File: config.mk
export PLATFORM = sky130hd
export DESIGN_NAME = move_timer
export DESIGN_NICKNAME = d
export VERILOG_FILES = /design/src/rtl/move_timer.sv
export SDC_FILE = /design/constraint.sdc
export NUM_CORES = 1
export LEC_CHECK = 0
export CAP_MARGIN = 20
export CORE_MARGIN = 10
export CORE_UTILIZATION = 45
export DETAILED_ROUTE_END_ITERATION = 7
export GPL_TIMING_DRIVEN = 0
export PLACE_DENSITY = 0.83
export REMOVE_ABC_BUFFERS = 1
export SYNTH_ARGS = -nofsm -noshare
export SYNTH_HDL_FRONTEND = slang
export SYNTH_SLANG_ARGS = --single-unit
File: constraint.sdc
create_clock -name clk_200Hz -period 3.1 [get_ports clk_200Hz]
set_input_delay 0.775 -clock clk_200Hz [delete_from_list [all_inputs] [get_ports clk_200Hz]]
set_output_delay 0.775 -clock clk_200Hz [all_outputs]
set_load 0.03 [all_outputs]
File: src/rtl/move_timer.sv
// Per-move BCD countdown for the Go game clock; re-phases the 1 Hz/2 Hz dividers on every new move.
// Optional pause input is enabled by defining MOVE_TIMER_PAUSE_EN.
module move_timer #(
  parameter int unsigned MOVE_SECONDS = 30,
  parameter int unsigned WARN_SECONDS = 5
) (
  input  logic       clk_200Hz,
  input  logic       rst_n,
  input  logic       start,
  input  logic       stop,
  input  logic       move_done,
`ifdef MOVE_TIMER_PAUSE_EN
  input  logic       pause,
`endif
  input  logic       clk_1Hz,
  input  logic       clk_2Hz,
  output logic       clk_1Hz_rst,
  output logic       player,
  output logic [3:0] sec_tens,
  output logic [3:0] sec_ones,
  output logic       running,
  output logic       timeout,
  output logic       warn
);

  typedef enum logic [1:0] {IDLE, SYNC, RUN, EXPIRED} state_t;

  localparam logic [3:0] LOAD_TENS  = 4'(MOVE_SECONDS / 10);
  localparam logic [3:0] LOAD_ONES  = 4'(MOVE_SECONDS % 10);
  localparam logic [6:0] WARN_LIMIT = 7'(WARN_SECONDS);

  state_t     state, state_next;
  logic [3:0] tens_next, ones_next;
  logic       player_next, timeout_next;
  logic       clk_1Hz_q, tick;
  logic [6:0] count_bin;
  logic       paused, resume;

  assign tick      = clk_1Hz & ~clk_1Hz_q;
  assign count_bin = ({3'b000, sec_tens} * 7'd10) + {3'b000, sec_ones};

`ifdef MOVE_TIMER_PAUSE_EN
  logic pause_q;

  always_ff @(posedge clk_200Hz or negedge rst_n) begin
    if (!rst_n) pause_q <= 1'b0;
    else        pause_q <= pause;
  end

  always_comb begin
    paused = (state == RUN) && pause;
    resume = (state == RUN) && pause_q && !pause;
  end
`else
  always_comb begin
    paused = 1'b0;
    resume = 1'b0;
  end
`endif

  always_ff @(posedge clk_200Hz or negedge rst_n) begin
    if (!rst_n) state <= IDLE;
    else        state <= state_next;
  end

  // The count is loaded on the command edge, not in SYNC, so a pause release can
  // re-phase the dividers through SYNC while keeping the remaining time.
  always_comb begin
    state_next   = state;
    tens_next    = sec_tens;
    ones_next    = sec_ones;
    player_next  = player;
    timeout_next = 1'b0;
    if (stop) begin
      state_next = IDLE;
      tens_next  = '0;
      ones_next  = '0;
    end else if (start) begin
      state_next  = SYNC;
      player_next = 1'b0;
      tens_next   = LOAD_TENS;
      ones_next   = LOAD_ONES;
    end else if (move_done && (state == RUN || state == EXPIRED)) begin
      state_next  = SYNC;
      player_next = ~player;
      tens_next   = LOAD_TENS;
      ones_next   = LOAD_ONES;
    end else if (resume) begin
      state_next = SYNC;
    end else begin
      case (state)
        SYNC: state_next = RUN;
        RUN: begin
          if (tick && !paused && count_bin != '0) begin
            if (sec_ones == 4'd0) begin
              ones_next = 4'd9;
              tens_next = sec_tens - 4'd1;
            end else begin
              ones_next = sec_ones - 4'd1;
            end
            if (sec_tens == 4'd0 && sec_ones == 4'd1) begin
              state_next   = EXPIRED;
              timeout_next = 1'b1;
            end
          end
        end
        default: ;
      endcase
    end
  end

  always_ff @(posedge clk_200Hz or negedge rst_n) begin
    if (!rst_n) begin
      sec_tens  <= '0;
      sec_ones  <= '0;
      player    <= 1'b0;
      timeout   <= 1'b0;
      clk_1Hz_q <= 1'b0;
    end else begin
      sec_tens  <= tens_next;
      sec_ones  <= ones_next;
      player    <= player_next;
      timeout   <= timeout_next;
      clk_1Hz_q <= (state == SYNC) ? 1'b0 : clk_1Hz;
    end
  end

  always_comb begin
    running     = (state == RUN);
    clk_1Hz_rst = (state == SYNC);
    case (state)
      RUN:     warn = clk_2Hz && !paused && (count_bin <= WARN_LIMIT) && (count_bin != '0);
      EXPIRED: warn = 1'b1;
      default: warn = 1'b0;
    endcase
  end

endmodule

# After elaboration in Yosys (flattened, before gate mapping)

Index checks and enable logic that the tools add are counted.

Flip-flop bits (word level): 13
Latch bits: 0
Bits in writable memories: 0
Memory bits (read-only): 0
Input port bits: 7
Output and inout port bits: 13
Word-level logic and storage cells: 67
Memories: 0

$add $sub $neg: 3
Multiply operators: 1
Divide/modulo/power cells: 0
Magnitude comparators: 1
Eq/ne operators: 6
Shifts and indexed selects: 0
Muxes and demuxes: 28
Bitwise operators: 4
Reduce and logical (&&, ||, !) cells: 18

Operators by type and width:

| cell                                                                              | count |
|---|---|
| 4-bit two-way mux                                                                 | 12 |
| 4-bit nonzero test                                                                | 3 |
| 2-bit two-way mux                                                                 | 5 |
| 5-bit by 3-bit != test with 1-bit output (second input constant)                  | 2 |
| 1-bit two-way mux                                                                 | 9 |
| 4-bit zero test                                                                   | 2 |
| 4-bit by 1-bit subtractor with 4-bit output (second input constant)               | 2 |
| 7-bit by 4-bit adder with 7-bit output                                            | 1 |
| 7-bit by 3-bit less-or-equal comparator with 1-bit output (second input constant) | 1 |
| 7-bit nonzero test                                                                | 1 |
| 4-bit by 3-bit multiplier with 6-bit output (second input constant)               | 1 |
| 3-bit AND reduction                                                               | 2 |
| 1-bit logical AND                                                                 | 5 |
| 5-bit nonzero test                                                                | 1 |
| 2-bit equality test (second input constant)                                       | 2 |
| 4-bit by 1-bit equality test with 1-bit output (second input constant)            | 1 |
| 2-bit case mux with 2 select lines                                                | 1 |
| 2-bit AND reduction                                                               | 2 |
| 1-bit inverter                                                                    | 3 |
| 2-bit by 1-bit equality test with 1-bit output (second input constant)            | 1 |
| 1-bit case mux with 2 select lines                                                | 1 |
| 2-bit nonzero test                                                                | 1 |
| 1-bit bitwise AND                                                                 | 1 |
| 1-bit logical OR                                                                  | 1 |

# Longest topological paths before layout

Gate-level depths: netlist of run 1.

Depth after elaboration: 9
Gate-level depth with buffers: 10

# Worst setup path after synthesis of run 1

Ideal clock, no wire load.

Path kind: register to output
Start point: reg sec_tens[1]
End point: out warn
Data arrival time: 2.688 ns
Required time: 2.325 ns
Slack: -0.363 ns
Cell stages (with the launch flop): 9
Cell sequence: dfrtp_1 -> ha_1 -> ha_1 -> inv_1 -> fa_1 -> xnor2_1 -> or4b_4 -> o22ai_1 -> a41o_1

Longest elaborated chain between the ends: 6

Ends and longest elaborated chain:

| element                                                   | RTL line | text |
|---|---|---|
| start, declared                                           | 19       | `output logic [3:0] sec_tens,` |
| start signal, assigned                                    | 120      | `sec_tens <= tens_next;` |
| 4-bit by 3-bit multiplier with 6-bit output *             | 40       | `assign count_bin = ({3'b000, sec_tens} * 7'd10) + {3'b000, sec_ones};` |
| 7-bit by 4-bit adder with 7-bit output *                  | 40       |  |
| 7-bit by 3-bit less-or-equal comparator with 1-bit output | 132      | `RUN: warn = clk_2Hz && !paused && (count_bin <= WARN_LIMIT) && (count_bin != '0);` |
| 1-bit logical AND                                         | 132      |  |
| 1-bit logical AND *                                       | 132      |  |
| 1-bit case mux with 2 select lines *                      | 131      | `case (state)` |
| end, declared                                             | 23       | `output logic warn` |

Every way passes the cells marked *; elsewhere a longest branch is shown, timed or not.

# Worst setup path after layout of run 1

Same ends and word-level chain as after synthesis.

==> impl_results.md, run 1 <==
- CTS buffer count: 3
- Synth Instances: 116
- CTS max path bufs: 2
- Number of diodes: 0
- Synth Area in XOR/XNOR: less than 1%
- Worst flop-to-flop path startpoint: sec_tens[1]
- Setup violations, final: 1
- Inst Count DP: approximately 160
- Final setup skew: 0.00424 ns
- Layout cells sized above 1: a little under a quarter
- Compound-cell area share of the yosys netlist: between 20% and 30%
- Commonest non-fill, non-tap cell in the layout: clkdlybuf4s50_1
- Maximum vdd drop: 0.000343 V
- Initial Utilization: 48.4%
- Worst EP required: approximately 2.3 ns
- Endpoint class of the critical path: output pin
- Nets@finish: around 170
- Cell variety after synth: 44
- EDFF count, synth: 0
- Util after Layout: 64.4%
- Syn Std Cell Area: 1090 µm²
- Post-DRT Antenna Nets: 0
- First-pass GRT wire length: 4880 µm
- WP data arrival: 2.72 ns
- Clk sinks: 13
- Unrepaired setup endpoints after global routing: true
- Pwr/cell area: between 300 and 400 nW/µm²
- Die area: 4800 µm²
- Failing checks: setup timing
- Post-synth top flop: dfrtp_1
- Final Worst Setup Slack: -0.393 ns
- Seq/Total Area, Yosys: between 20% and 30%
- Reg-to-reg slack, setup: 0.11 ns
- Hold/Removal Path Class: flip-flop to flip-flop
- Critical path class: flip-flop to output pin
- Chip Height: 69.3 µm
- Via density: around 6
- Clk_lat worst skew: 0.29 ns
- Worst-path cell chain: ha_4, ha_4, inv_2, fa_2, or4b_4, o22ai_4, a41o_1, buf_6
- Routed wire per std cell: 16.4 µm
- IO Port Bufs: 19
- Hold Fails Final Rpt: 0
- Worst flop-to-flop path endpoint: sec_ones[3]
- Grt ovf: 0
- Post-detailed-placement half-perimeter wirelength: around 2200 µm
- Post-route cell area: approximately 1500 µm²
- Hold Path Sink: player
- Crit-path slowest cell: fa_2
- CP max FO: 3
- Root buf cell: clkbuf_4
- Yosys warnings: 0
- Drt first pass iters: 4
- Non-filler cells in the finished layout: 173
- TritonCTS clock tree: built
- Row cnt: 17
- GRT Total Usage: between 10% and 20%
- Die width: ~69 µm
- Remaining routing DRC violations: 0
- Final hold slack: ~0.47 ns
- Main combinational cell family by area after synthesis: simple AND/OR/NAND/NOR gates
- Total routed wirelength: 2840 µm
- Tcrit/Tclk final: 113%
- Adder-Cell Fraction of Synth Area: 19.7%
- Core footprint: 2250 µm²
- Post-synthesis mux area share: 0.916%
- Setup TNS: -0.393 ns
- Most used cell, CP: ha_4
- Vias in the first global route: 1,074
- 1st-iter DRT viols: 38
- Via Count: about 1,000
- Largest net degree at the start of global routing: 14
- Synthesized-area fraction occupied by and/or/nand/nor cells: 23.6%
- Hold_buf cts: 0
- Leakage: 0.626 nW
- Initial antenna violation count: 0
- Total Power: 0.444 mW
- Worst setup SP type: flip-flop
- Status: complete, but fails checks
- Worst Reg2Reg Path Length in Cells: 11
- Area post-placement: 1310 µm²
- GP Congestion: 0.830
- Dpl ws: -0.898 ns
- HP Start: player
- Synth-to-layout area growth: 33.0%
- Seq cells post-synth: 13
- CP delay by family, top: adder cells
- Max-slew violation count: 0
- Syn Area/Cell: 9.42 µm²
- Commonest non-fill, non-tap cells in the layout: clkdlybuf4s50_1 (18), ha_1 (12), a21oi_1 (11)
- Clk slew on worst S/H paths: around 0.080 ns
- Slowest stage delay, CP: 0.53 ns
- Asr flop ratio synth: 100%
- Min cycle time layout: 3.49 ns
- Actual slew at the worst max-slew pin: between 0.6 and 0.7 ns
- Number of top-level pins: 20
- Crit path buf inv count: 2
- Fmax: around 0.29 GHz
- Hold depth: 1
- Max-cap violation count: 0
- CTS HTree Levels: 1
- Max-slew headroom: about three fifths
==> state kept, by name, summed over array words and instances (netlist names) <==
register / cells
timeout: 1
sec_ones: 4
player: 1
sec_tens: 4
state: 2
clk_1Hz_q: 1
==> kinds of logic after synthesis <==
family / Yosys count
buffers and inverters: 11
flip-flops: 13
XOR/XNOR: 1
adder cells (fa/ha/maj): 16
multiplexers: 1
AO/OA/AOI/OAI: 32
AND/OR/NAND/NOR: 42
==> synth_stat cells, drive strengths merged, types with 3 or more instances <==
cell	n	share of area [%]
o21ai	4	1.8
inv	10	3.4
nand3	3	1.4
and2	4	2.3
nand2	3	1.0
or4	4	3.1
nor2	9	3.3
nor3	4	1.8
a21oi	11	5.0
dfrtp	13	30
o31ai	4	4.0
ha	14	16
==> per-layer routing <==
layer  track usage (%)  share of wire [%]  wire length [µm]
met5                 0                  0                 0
met4              6.21                1.9                55
met3              2.85                6.4               183
met2              21.0                 51              1460
met1              13.2                 40              1140
==> worst register-to-register path: cells and delay by family, from the launching register on <==
family	cells	cell delay (ns)
fa+ha+maj	3	0.92
flops	1	0.44
compound gates	2	0.49
buf+inv	4	0.48
simple gates	2	0.55
==> where the power goes <==
group          switching [mW]  total (mW)  internal (mW)
logic                  0.0772       0.139         0.0620
clock network          0.0624       0.113         0.0502
registers              0.0111       0.192          0.181
==> layout make-up <==
class                           instances  area (µm²)
Inverter                               10        37.5
Sequential cell                        13         330
Multi-Input combinational cell         92         767
Timing Repair Buffer                   26         256
Fill cell                             189         802
Tap cell                               28        35.0
Clock buffer                            4        26.3
==> how the worst max path moves through the flow <==
stage                            from  endpoint  cells past startpoint
after floorplan           sec_tens[1]      warn                      8
after global placement    sec_tens[1]      warn                      9
after detailed placement  sec_tens[1]      warn                      9
after CTS                 sec_tens[1]      warn                      9
after global routing      sec_tens[1]      warn                      8
final                     sec_tens[1]      warn                      8
==> what timing repair did <==
item | in CTS | in global routing
gates resized for setup | 19 | 0
setup buffers | 5 | 2
pin swaps | 7 | 6
setup endpoints to repair | 1 | 5
No activity file was read; power rests on OpenSTA's default activity.
==> run 2: changes to the inputs <==
--- a/config.mk
+++ b/config.mk
@@ -6,6 +6,7 @@
 export NUM_CORES = 1
 export LEC_CHECK = 0
 export CAP_MARGIN = 20
+export CORE_ASPECT_RATIO = 0.9
 export CORE_MARGIN = 10
 export CORE_UTILIZATION = 45
 export DETAILED_ROUTE_END_ITERATION = 7
==> run 2 against run 1 <==
The run still ends with setup timing left. Sequential share of layout area grew 0.051 points. First-iteration DRC count rose by 21%. Cell area decreased by 0.60%. Clock power decreased by 5%. Critical path depth grew 1. Setup slack got worse by 0.026 ns. Critical path type unchanged.
==> impl_results.md, run 2 (synthesis gave the netlist of run 1 again) <==
- Worst EP required: 2.32 ns (about the same)
- Die width: 71.9 µm (was 69.3 µm)
- CTS HTree Levels: 1 (unchanged)
- Commonest non-fill, non-tap cells in the layout: clkdlybuf4s50_1 (18), ha_1 (12), a21oi_1 (11) (unchanged)
- Final setup skew: 0.0171 ns (was 0.00424 ns)
- Nets@finish: 168 (was 169)
- Failing checks: setup timing (unchanged)
- Hold_buf cts: 0 (unchanged)
- Synth-to-layout area growth: 32.2% (was 33.0%)
- Total Power: 0.438 mW (was 0.444 mW)
- Number of diodes: 0 (unchanged)
- Worst Reg2Reg Path Length in Cells: 11 (unchanged)
- Endpoint class of the critical path: output pin (unchanged)
- Tcrit/Tclk final: 113% (about the same)
- Row cnt: 16 (was 17)
- Largest net degree at the start of global routing: 14 (unchanged)
- Max-slew headroom: 58.9% (was 58.6%)
- Wl on met1: 1210 µm (was 1140 µm)
- Initial Utilization: 48.7% (was 48.4%)
- Util after Layout: 64.4% (about the same)
- GP Congestion: 0.968 (was 0.830)
- Inst Count DP: 161 (was 162)
- Worst setup SP type: flip-flop (unchanged)
- Leakage: 0.625 nW (was 0.626 nW)
- Pwr/cell area: 304 nW/µm² (was 306 nW/µm²)
- WL met3: 195 µm (was 183 µm)
- Hold Path Sink: player (unchanged)
- IO Port Bufs: 19 (unchanged)
- Drt first pass iters: 4 (unchanged)
- Setup violations, final: 1 (unchanged)
- TritonCTS clock tree: built (unchanged)
- Actual slew at the worst max-slew pin: 0.614 ns (was 0.619 ns)
- Top layer used by detailed routing: met4 (unchanged)
- GRT Total Usage: 12.9% (was 12.1%)
- Max-cap violation count: 0 (unchanged)
- Layout cells sized above 1: 22.2% (was 22.8%)
- Critical path class: flip-flop to output pin (unchanged)
- Routed wire per std cell: 17.3 µm (was 16.4 µm)
- Worst flop-to-flop path startpoint: sec_tens[1] (unchanged)
- Most used cell, CP: ha_4 (unchanged)
- Register Area: 329 µm² (was 330 µm²)
- CTS max path bufs: 2 (unchanged)
- Fmax: 0.284 GHz (was 0.286 GHz)
- CP max FO: 2 (was 3)
- Non-filler cells in the finished layout: 171 (was 173)
- Status: complete, but fails checks (unchanged)
- Hold depth: 1 (unchanged)
- Max-slew violation count: 0 (unchanged)
- Setup TNS: -0.418 ns (was -0.393 ns)
- Number of top-level pins: 20 (unchanged)
- Core footprint: 2240 µm² (was 2250 µm²)
- Area occupied by multi-input gates: 767 µm² (unchanged)
- HP Start: player (unchanged)
- Via Count: 1,042 (was 1,033)
- Worst-path cell chain: ha_4, ha_4, inv_2, fa_2, xnor2_2, or4b_4, o22ai_4, a41o_1, buf_6 (was ha_4, ha_4, inv_2, fa_2, or4b_4, o22ai_4, a41o_1, buf_6)
- WP data arrival: 2.74 ns (was 2.72 ns)
- Commonest non-fill, non-tap cell in the layout: clkdlybuf4s50_1 (unchanged)
- Hold/Removal Path Class: flip-flop to flip-flop (unchanged)
- Grt ovf: 0 (unchanged)
- Chip Height: 66.7 µm (was 69.3 µm)
- Reg-to-reg slack, setup: 0.17 ns (was 0.11 ns)
- Post-detailed-placement half-perimeter wirelength: 2200 µm (was 2180 µm)
- Maximum vdd drop: 0.000318 V (was 0.000343 V)
- Unrepaired setup endpoints after global routing: true (unchanged)
- Hold Fails Final Rpt: 0 (unchanged)
- Worst flop-to-flop path endpoint: sec_ones[3] (unchanged)
- Remaining routing DRC violations: 0 (unchanged)
- Clk_lat worst skew: 0.29 ns (about the same)
- Total routed wirelength: 2950 µm (was 2840 µm)
- 1st-iter DRT viols: 46 (was 38)
- CTS buffer count: 3 (unchanged)
- Via density: 6.09 (was 5.97)
- Final Worst Setup Slack: -0.418 ns (was -0.393 ns)
- Post-DRT Antenna Nets: 0 (unchanged)
- Min cycle time layout: 3.52 ns (was 3.49 ns)
- Initial antenna violation count: 0 (unchanged)
- Clk sinks: 13 (unchanged)
- Vias in the first global route: 1,053 (was 1,074)
- First-pass GRT wire length: 5020 µm (was 4880 µm)
- Root buf cell: clkbuf_4 (unchanged)
- Top Registers: sec_ones: 4 flops, sec_tens: 4 flops, state: 2 flops (unchanged)
- Met2 WL: 1450 µm (was 1460 µm)
- Crit-path slowest cell: or4b_4 (was fa_2)
- Die area: 4800 µm² (about the same)
- Clk slew on worst S/H paths: 0.09 ns (was 0.08 ns)
- Crit. Startpoint: sec_tens[1] (unchanged)
- Slowest stage delay, CP: 0.52 ns (was 0.53 ns)
- Layout fillers: 185 (was 189)
[run 2: repair_timing]
| item | 4_1_cts | 5_1_grt |
|---|---|---|
| cloned | 0 | 0 |
| gates resized for setup | 18 | 0 |
| setup buffers | 5 | 1 |
| setup endpoints to repair | 1 | 9 |
| hold endpoints to repair | 0 | 0 |
| pin swaps | 7 | 3 |
[run 2: worst max-delay path by stage]
stage	end	slack, ns	depth (start not counted)
after global routing	warn	-0.51	9
after floorplan	warn	-0.36	8
after CTS	warn	-0.42	9
after detailed placement	warn	-0.91	9
after global placement	warn	-0.85	9
final	warn	-0.42	9
[run 2: cell type report]
| class | count | area share (%) |
|---|---|---|
| sequential | 13 | 22.8 |
| clock inverter | 1 | 0.347 |
| clock buffer | 3 | 1.56 |
| multi-input combinational | 92 | 53.1 |
| timing repair buffer | 25 | 17.2 |
| inverter | 10 | 2.60 |
| tap | 27 | 2.34 |
[run 2: stage by stage]
| step | setup slack, ns | hold slack [ns] | cell area, µm² |
|---|---|---|---|
| 2_1_floorplan | -0.363 | 0.479 | 1080 |
| 3_3_place_gp | -0.849 | 0.456 | 1310 |
| 3_5_place_dp | -0.913 | 0.462 | 1310 |
| 5_1_grt | -0.510 | 0.533 | 1440 |
| 4_1_cts | -0.417 | 0.476 | 1420 |
| 6_report | -0.418 | 0.474 | 1440 |
[run 2: layer usage]
| layer | up-vias | track usage, % |
|---|---|---|
| li1 | 495 | - |
| met1 | 502 | 14.2 |
| met2 | 35 | 22.4 |
| met3 | 10 | 5.04 |
| met4 | 0 | 3.86 |
| met5 | - | 0 |
[run 2: power breakdown]
group / total, mW / internal [mW] / switching (mW)
Combinational: 0.139 / 0.0612 / 0.0782
Clock: 0.107 / 0.0480 / 0.0590
Sequential: 0.192 / 0.181 / 0.0107
Total: 0.438 / 0.290 / 0.148
[run 2: worst max-delay path: cells and delay by family (launching register included)]
family | cells | cell delay [ns]
AO/OA/AOI/OAI | 2 | 0.40
flip-flops | 1 | 0.44
XOR/XNOR | 1 | 0.17
buffers and inverters | 2 | 0.16
adder cells (fa/ha/maj) | 3 | 0.76
AND/OR/NAND/NOR | 1 | 0.52
